**src/rtl/wb_arb_pkg.sv**
```systemverilog
// Shared types and defaults for the writeback arbiter.
package wb_arb_pkg;

    localparam int WB_NUM_PORTS = 2;
    localparam int WB_NUM_PR    = 64;

    localparam int WB_NUM_REQ = 4;
    localparam int WB_PR_W    = $clog2(WB_NUM_PR);
    localparam int WB_DATA_W  = 32;
    localparam int WB_BR_W    = 4;
    localparam int WB_IDX_W   = (WB_NUM_REQ > 1) ? $clog2(WB_NUM_REQ) : 1;

    typedef struct packed {
        logic                 valid;
        logic [WB_PR_W-1:0]   pr;
        logic [WB_DATA_W-1:0] data;
        logic [WB_BR_W-1:0]   br_mask;
    } wb_entry_t;

    // Pointer moves one past the last winner only when something was granted.
    function automatic logic [WB_IDX_W-1:0] rr_next(input logic [WB_IDX_W-1:0] ptr,
                                                    input logic [WB_IDX_W-1:0] last,
                                                    input logic                any);
        if (!any)
            return ptr;
        if (int'(last) == WB_NUM_REQ - 1)
            return '0;
        return last + 1'b1;
    endfunction

endpackage

```
**src/rtl/rr_multi_select.sv**
```systemverilog
// Round-robin pick of up to P requesters starting at 'start'; winner k lands in grant[k].
// Shared with issue select, so it carries no arbiter-specific state.
module rr_multi_select #(
    parameter int N     = 4,
    parameter int P     = 2,
    parameter int IDX_W = 2
) (
    input  logic [N-1:0]        req,
    input  logic [IDX_W-1:0]    start,
    output logic [P-1:0][N-1:0] grant,
    output logic [P-1:0]        grant_valid,
    output logic [IDX_W-1:0]    last
);

    int pos;
    int cnt;

    always_comb begin
        grant       = '0;
        grant_valid = '0;
        last        = start;
        pos         = 0;
        cnt         = 0;
        for (int s = 0; s < N; s++) begin
            pos = int'(start) + s;
            if (pos >= N)
                pos = pos - N;
            for (int i = 0; i < N; i++) begin
                if (i == pos && req[i]) begin
                    for (int k = 0; k < P; k++) begin
                        if (k == cnt) begin
                            grant[k][i]    = 1'b1;
                            grant_valid[k] = 1'b1;
                        end
                    end
                    if (cnt < P)
                        last = IDX_W'(i);
                    cnt = cnt + 1;
                end
            end
        end
    end

endmodule

```
**src/rtl/writeback_arbiter.sv**
```systemverilog
// Shares the completion ports among functional units via 1-entry holding buffers and round-robin grant.
// Define WB_ARB_BYPASS_EN to let an incoming result take a spare port directly (1-cycle path).
module writeback_arbiter
    import wb_arb_pkg::*;
#(
    parameter int NUM_REQ   = WB_NUM_REQ,
    parameter int NUM_PORTS = WB_NUM_PORTS,
    parameter int PR_W      = WB_PR_W,
    parameter int DATA_W    = WB_DATA_W,
    parameter int BR_W      = WB_BR_W
) (
    input  logic                             clk,
    input  logic                             reset,
    input  logic [NUM_REQ-1:0]               req_valid,
    output logic [NUM_REQ-1:0]               req_ready,
    input  logic [NUM_REQ-1:0][PR_W-1:0]     req_pr,
    input  logic [NUM_REQ-1:0][DATA_W-1:0]   req_data,
    input  logic [NUM_REQ-1:0][BR_W-1:0]     req_br_mask,
    input  logic                             recall,
    input  logic [BR_W-1:0]                  recall_tag,
    input  logic                             resolve,
    input  logic [BR_W-1:0]                  resolve_tag,
    output logic [NUM_PORTS-1:0]             done,
    output logic [NUM_PORTS-1:0][PR_W-1:0]   done_addr,
    output logic [NUM_PORTS-1:0][DATA_W-1:0] done_data
);

    localparam int IDX_W = WB_IDX_W;

    wb_entry_t                          buf_q [NUM_REQ];
    logic [IDX_W-1:0]                   rr_ptr;
    logic [NUM_REQ-1:0]                 buf_valid, kill, elig, in_kill;
    logic [NUM_REQ-1:0]                 granted, byp_take;
    logic [BR_W-1:0]                    recall_m, resolve_m;
    logic [NUM_PORTS-1:0][NUM_REQ-1:0]  bgrant, port_grant;
    logic [NUM_PORTS-1:0]               bvalid, port_valid, port_byp;
    logic [IDX_W-1:0]                   blast, last_win;
    logic [NUM_PORTS-1:0][PR_W-1:0]     port_pr;
    logic [NUM_PORTS-1:0][DATA_W-1:0]   port_data;

    assign recall_m  = recall  ? recall_tag  : '0;
    assign resolve_m = resolve ? resolve_tag : '0;

    always_comb begin
        for (int i = 0; i < NUM_REQ; i++) begin
            buf_valid[i] = buf_q[i].valid;
            kill[i]      = buf_q[i].valid & (|(buf_q[i].br_mask & recall_m));
            in_kill[i]   = |(req_br_mask[i] & recall_m);
        end
    end

    assign elig      = buf_valid & ~kill;
    assign req_ready = ~buf_valid;

    rr_multi_select #(.N(NUM_REQ), .P(NUM_PORTS), .IDX_W(IDX_W)) u_sel_buf (
        .req         (elig),
        .start       (rr_ptr),
        .grant       (bgrant),
        .grant_valid (bvalid),
        .last        (blast)
    );

`ifdef WB_ARB_BYPASS_EN
    logic [NUM_REQ-1:0]                byp_req;
    logic [NUM_PORTS-1:0][NUM_REQ-1:0] pgrant;
    logic [NUM_PORTS-1:0]              pvalid;
    logic [IDX_W-1:0]                  plast;
    logic                              unused_plast;
    int                                nb;

    assign byp_req      = req_valid & ~buf_valid & ~in_kill;
    assign unused_plast = ^plast;

    rr_multi_select #(.N(NUM_REQ), .P(NUM_PORTS), .IDX_W(IDX_W)) u_sel_byp (
        .req         (byp_req),
        .start       (rr_ptr),
        .grant       (pgrant),
        .grant_valid (pvalid),
        .last        (plast)
    );

    // Bypass winners fill the ports left over after the buffered winners, in rr order.
    always_comb begin
        nb         = 0;
        port_grant = bgrant;
        port_valid = bvalid;
        port_byp   = '0;
        for (int k = 0; k < NUM_PORTS; k++)
            if (bvalid[k])
                nb = nb + 1;
        for (int k = 0; k < NUM_PORTS; k++) begin
            for (int j = 0; j < NUM_PORTS; j++) begin
                if (!bvalid[k] && j == k - nb && pvalid[j]) begin
                    port_grant[k] = pgrant[j];
                    port_valid[k] = 1'b1;
                    port_byp[k]   = 1'b1;
                end
            end
        end
    end
`else
    assign port_grant = bgrant;
    assign port_valid = bvalid;
    assign port_byp   = '0;
`endif

    always_comb begin
        port_pr   = '0;
        port_data = '0;
        granted   = '0;
        byp_take  = '0;
        last_win  = blast;
        for (int k = 0; k < NUM_PORTS; k++) begin
            for (int i = 0; i < NUM_REQ; i++) begin
                if (port_grant[k][i]) begin
                    granted[i]   = granted[i]  | ~port_byp[k];
                    byp_take[i]  = byp_take[i] |  port_byp[k];
                    port_pr[k]   = port_byp[k] ? req_pr[i]   : buf_q[i].pr;
                    port_data[k] = port_byp[k] ? req_data[i] : buf_q[i].data;
                    last_win     = IDX_W'(i);
                end
            end
        end
    end

    always_ff @(posedge clk) begin
        if (reset) begin
            rr_ptr    <= '0;
            done      <= '0;
            done_addr <= '0;
            done_data <= '0;
            for (int i = 0; i < NUM_REQ; i++)
                buf_q[i] <= '0;
        end else begin
            rr_ptr <= rr_next(rr_ptr, last_win, |port_valid);
            done   <= port_valid;
            for (int k = 0; k < NUM_PORTS; k++) begin
                if (port_valid[k]) begin
                    done_addr[k] <= port_pr[k];
                    done_data[k] <= port_data[k];
                end
            end
            for (int i = 0; i < NUM_REQ; i++) begin
                if (buf_q[i].valid) begin
                    if (granted[i] || kill[i])
                        buf_q[i].valid <= 1'b0;
                    else
                        buf_q[i].br_mask <= buf_q[i].br_mask & ~resolve_m;
                end else if (req_valid[i] && !in_kill[i] && !byp_take[i]) begin
                    buf_q[i] <= '{valid: 1'b1, pr: req_pr[i], data: req_data[i],
                                  br_mask: req_br_mask[i] & ~resolve_m};
                end
            end
        end
    end

endmodule

```
**config.mk**
```make
export PLATFORM = sky130hd
export DESIGN_NAME = writeback_arbiter
export DESIGN_NICKNAME = d
export VERILOG_FILES = /design/src/rtl/wb_arb_pkg.sv /design/src/rtl/rr_multi_select.sv /design/src/rtl/writeback_arbiter.sv
export SDC_FILE = /design/constraint.sdc
export NUM_CORES = 1
export LEC_CHECK = 0
export CAP_MARGIN = 20
export CORE_ASPECT_RATIO = 0.5
export CORE_UTILIZATION = 50
export DETAILED_ROUTE_END_ITERATION = 10
export GPL_TIMING_DRIVEN = 0
export PLACE_DENSITY_LB_ADDON = 0.12
export SETUP_SLACK_MARGIN = 0.4
export SYNTH_ARGS = -nofsm -noshare
export SYNTH_HDL_FRONTEND = slang
export SYNTH_HIERARCHICAL = 1
export SYNTH_SLANG_ARGS = --single-unit
```
**constraint.sdc**
```tcl
create_clock -name clk -period 29.1 [get_ports clk]
set_input_delay 4.365 -clock clk [delete_from_list [all_inputs] [get_ports clk]]
set_output_delay 4.365 -clock clk [all_outputs]
set_load 0.02 [all_outputs]
```
=== Yosys cells after proc, flatten, opt, wreduce, memory -nomap -nowiden ===
Memories as Yosys holds them, arrays and structs flattened.
Index checks and enable logic that the tools add are counted.

* Reductions and logical operators: 56
* Bitwise operators: 44
* Add/subtract/negate cells: 22
* Order comparisons: 19
* Multiplexer cells: 268
* Equality and inequality tests: 28

{| class="wikitable"
|+ Operators by type and width
! cell !! count
|-
| $mux 32 || 26
|-
| $logic_not 32->1 || 19
|-
| $eq 2x32->1 const A || 18
|-
| $lt 32x3->1 const B || 14
|-
| $add 32x2->32 const B || 13
|-
| $eq 3x32->1 const A || 8
|-
| $mux 1 || 162
|-
| $mux 38 || 4
|-
| $mux 2 || 58
|-
| $ge 32x4->1 const B || 3
|-
| $sub 32x4->32 const B || 3
|-
| $and 4x4->4 || 17
|-
| $mux 6 || 8
|-
| $mux 4 || 10
|-
| $reduce_or 4->1 || 8
|-
| $logic_and 1x1->1 || 20
|-
| $or 1x1->1 || 20
|-
| $not 4->4 || 3
|-
| $add 2x2->3 const B || 2
|-
| $and 1x1->1 || 4
|-
| $logic_not 1->1 || 4
|-
| $logic_or 1x1->1 || 4
|-
| $sub 2x3->4 const B || 1
|-
| $add 2x1->3 const B || 1
|-
| other kinds (7) || 7
|}

* Bits of input ports: 184
* Bits in writable memories: 172
* Memories: 1
* Logic and storage cells: 444
* Register bits: 80
* Output and inout bits: 82

{| class="wikitable"
|+ Memories
! name !! words !! bits a word !! rd ports !! clocked after memory_dff !! wr ports !! RTL line !! text
|-
| buf_q || 4 || 43 || 4 || 0 || 4 || writeback_arbiter.sv:30 || <nowiki>wb_entry_t buf_q [NUM_REQ];</nowiki>
|}

=== Logic depth before layout (Yosys ltp) ===
Gate-level depths: netlist (run 1).

* Depth after elaboration: 53
* Gate-level depth with buffers: 61
* Gate-level depth less buffers: 56

=== By module ===
Netlist (run 1), hierarchy kept.

{| class="wikitable"
|+ Modules (own cells, without submodules)
! module !! cells an instance !! times used !! area an instance (um^2) !! sequential area each (um^2)
|-
| writeback_arbiter || 1074 || 1 || 11806.3 || 6766.5
|-
| rr_multi_select || 296 || 1 || 2204.6 || 0.0
|}

=== Worst setup path after synthesis (run 1) ===
Ideal clock, no wire load.

* Path kind: input -> register
* Start point: input recall_tag[0]
* End point: register done_addr[5] in the netlist's numbering
* Stages: 56
* Library setup time: 70 ps
* Slack: 13927 ps
* Arrival time: 15102 ps
* Required time: 29030 ps
* Buffers on the path: 6
* Cells stage by stage: clkbuf_1 > a22o_1 > o21ai_0 > and2_1 > clkbuf_1 > clkbuf_1 > nand2_1 > fa_1 > ha_1 > and4_1 > and2b_1 > ha_1 > and4b_1 > nor2_1 > ha_1 > nand2_1 > o21ai_0 > ha_1 > (+20 left out) > nand3_1 > o21ai_1 > ha_1 > nor2_1 > a21oi_2 > ha_1 > mux2_2 > inv_1 > ha_1 > inv_1 > or3_1 > o21bai_1 > or4b_1 > clkbuf_1 > clkbuf_1 > clkbuf_1 > o2111ai_1 > a21oi_1

{| class="wikitable"
|+ RTL lines
! element !! RTL line !! text
|-
| from (decl) || writeback_arbiter.sv:20 || <nowiki>input logic [BR_W-1:0] recall_tag,</nowiki>
|-
| to (signal, indexed assignment) || writeback_arbiter.sv:139 || <nowiki>done_addr[k] <= port_pr[k];</nowiki>
|-
| to (decl) || writeback_arbiter.sv:24 || <nowiki>output logic [NUM_PORTS-1:0][PR_W-1:0] done_addr,</nowiki>
|}

==> results of run 1 <==
## worst reg2reg max path: cells and delay by family, from the launching register on
family                   cells  cell delay, ps
adder cells (fa/ha/maj)     13            3730
AO/OA/AOI/OAI               14            3590
AND/OR/NAND/NOR             19            3260
buffers and inverters       13            3000
flip-flops                   1             410
multiplexers                 1             310
## layer usage
layer  GRT usage, %  part of all wire, %  vias up
li1               -                    -     5641
met1           47.0                   40     6281
met2           54.7                   46      795
met3           6.44                   11      121
met4           11.8                  3.2        0
met5              0                    0        -
## final timing paths
| check | startpoint | to | slack (ps) | cells past startpoint |
|---|---|---|---|---|
| worst min-delay path | done_data[24] | done_data[24] | 470 | 2 |
| worst min register to register | done_data[24] | done_data[24] | 470 | 2 |
| worst max register to register | buf_q[0][1] | done_addr[1] | 14780 | 60 |
| worst max-delay path | recall_tag[3] | done_addr[1] | 11140 | 61 |
## report_power, final
group | internal (mW) | total [mW] | leakage, nW | switching [mW]
registers | 0.440 | 0.472 | 2.49 | 0.0322
logic | 0.336 | 0.863 | 3.84 | 0.527
clock network | 0.171 | 0.313 | 0.362 | 0.142
## cell type report
| class | count | area share (%) |
|---|---|---|
| inverter | 45 | 0.958 |
| clock buffer | 33 | 3.54 |
| sequential | 252 | 37.8 |
| clock inverter | 9 | 0.594 |
| timing repair buffer | 263 | 14.9 |
| buffer | 118 | 3.11 |
| tap | 374 | 2.62 |
| multi-input combinational | 955 | 36.4 |
| antenna | 4 | 0.0559 |
## registers in the layout (all words and copies together), names as in the netlist
register and cells:
buf_q 172, done 2, done_addr 12, done_data 64, rr_ptr 2
## cell families after synthesis
logic type      count (synthesis)
simple gates                  583
compound gates                309
flops                         252
buf+inv                       163
fa+ha+maj                      41
xor+xnor                       18
mux                             4
## cell usage after synthesis, drive strengths merged (9+ instances only)
master,instances,area share [%]
a21oi,52,1.9
nor2,61,1.7
o2111ai,40,2.5
xnor2,14,1.3
edfxtp,172,37
or2,9,0.46
o311a,38,2.7
nand3,24,0.89
a22o,12,0.75
a221oi,38,2.4
ha,40,3.6
inv,45,1.2
nand2b,79,3.5
and2,124,5.5
nand2,112,3.0
o21ai,22,0.79
o22ai,18,0.80
nor3,47,1.7
a221o,38,2.7
and3,40,1.8
clkbuf,82,2.2
nor2b,49,2.2
buf,36,1.7
dfxtp,80,11
## per-stage QoR
step	power [mW]	cell area [sq um]	setup WS (ps)	hold slack (ps)
after global routing	1.72	17900	10240	493
after detailed placement	1.31	17100	10980	463
after global placement	1.29	17100	10960	461
final	1.65	17900	11140	473
after CTS	1.62	17900	11540	478
after floorplan	1.01	14000	13930	521
==> impl_metrics.csv, run 1 <==
group,metric,value,unit
run_status,run_status,"complete, no violations",
logic_synthesis,synth_top_family_by_area,"simple AND/OR/NAND/NOR gates",
cts,cts_resized,0,
logic_synthesis,ys_ff_latch,252,
logic_synthesis,ys_seq_area_share,48.3,%
route,ant_nets,0,
cts,clockBufferDepth,3,
route,firstDrtPassIters,6,
critical_path,timing.critical_path.buf_inv,14,
final_layout,seq_area,6770,sq um
power_and_ir_drop,p_leak,6.69,nW
floorplan,start_util,52.0,%
final_layout,postLayoutCoreUtil,66.4,%
logic_synthesis,ys_warn_count,6,
cts,cts-root-buf,"clkbuf_16",
logic_synthesis,syn_area,14000,sq um
cts,cts_tree,"yes",
cts,ctsHoldBuffers,0,
cts,cts_setup_buffers,0,
sta,worstMarginPinSlew,1010,ps
critical_path,cp-start-kind,"input port",
global_route,grt_pass1_vias,12400,
global_route,antenna_found_initial,4,
cts,htreeDepth,1,
logic_synthesis,synth-adder-area-share,3.71,%
placement,dpl.cell_count,2007,
logic_synthesis,synth-compound-area-share,17.9,%
critical_path,crit_path_end_kind,"flip-flop",
final_layout,multi_input_area,6520,sq um
critical_path,critPathTopFamily,"adder cells",
logic_synthesis,yosysUniqueCellTypes,86,
placement,io_buffers,260,
placement,gp_congestion,0.916,
flow_run,max_cap_violations,0,
logic_synthesis,synth_nets,1595,
sta,period_needed,17960,ps
final_layout,fillers,2107,
critical_path,critPathMaxStageDelay,650,ps
logic_synthesis,synthMuxAreaShare,0.393,%
sta,max_slew_margin,32.3,%
global_route,grt_max_degree,39,
route,viasPerCell,6.25,
sta,hold_viol_final,0,
sta,setup_viol,0,
cts,cts_inserted_buffers,23,
worst_hold_path,hold_class,"reg -> reg",
logic_synthesis,synth-simple-area-share,23.0,%
sta,slew_violations,0,
route,drt_iter0_markers,1601,
final_layout,final_common_cell,"clkdlybuf4s50_1",
placement,dpl.hpwl,36300,um
power_and_ir_drop,p_per_area,92.1,nW/um^2
floorplan,io-pin-count,266,
final_layout,final_nets,1883,
route,wl_per_cell,24.3,um
logic_synthesis,async_flop_share,0,%
cts,worstSkewPairLatency,550,ps
route,wl,49900,um
critical_path,cpMaxStageDelayCell,"o21bai_1",
global_route,grtUsageTotal,34.3,%
final_layout,drive_gt1_share,6.69,%
final_layout,syn_to_final_growth,27.7,%
floorplan,core_area,27000,sq um
cts,cts_sinks,252,
route,vias,12800,
sta,clock.fmax,55.7,MHz
logic_synthesis,synthXorXnorAreaFrac,1.55,%
floorplan,fp.dieH,120,um
sta,finalCritPeriodShare,61.7,%
floorplan,die_w,239,um
critical_path,cpMostUsedCell,"ha_1",
sta,final.setup.tns,0,ps
final_layout,final_cell_mix,"260 x clkdlybuf4s50_1, 172 x edfxtp_1, 123 x and2_1",
critical_path,crit_fanout,10,
route,route.detailed.drc,0,
global_route,grt_pass1_wl,74000,um
sta,fin_worst_skew,22.5,ps
floorplan,dieArea,28700,sq um
critical_path,critPathArrivalTime,18420,ps
cts,path_clk_slew,70,ps
critical_path,worstPathRequired,29560,ps
floorplan,rows,42,
sta,rsz0062_at_grt,"false",
logic_synthesis,avgSynthCellArea,10.2,sq um
logic_synthesis,synthesis.instances,1370,
power_and_ir_drop,vdd_ir_drop_max,64.0,uV
logic_synthesis,synth_edf_count,172,
global_route,overflow,0,
critical_path,worstSetupPathType,"in -> reg",
logic_synthesis,synth_ff_type,"edfxtp_1",
final_layout,instances_no_fill,2053,
Note: power is estimated with default switching activity, not from simulation.
==> run 2, diff against run 1 <==
==> constraint.sdc (replaced) <==
create_clock -name clk -period 17.91 [get_ports clk]
set_input_delay 2.6865 -clock clk [delete_from_list [all_inputs] [get_ports clk]]
set_output_delay 2.6865 -clock clk [all_outputs]
set_load 0.02 [all_outputs]
==> results of run 2 <==
The final DEF is identical to that of run 1. Status: complete, no violations.
Main changes from that run: setup slack after placement 10980 ps -> 1470 ps; setup slack after layout 11140 ps -> 1630 ps; register-to-register setup slack 14780 ps -> 3590 ps; total power 1.65 mW -> 2.68 mW; worst IR drop on VDD 64.0 uV -> 104 uV
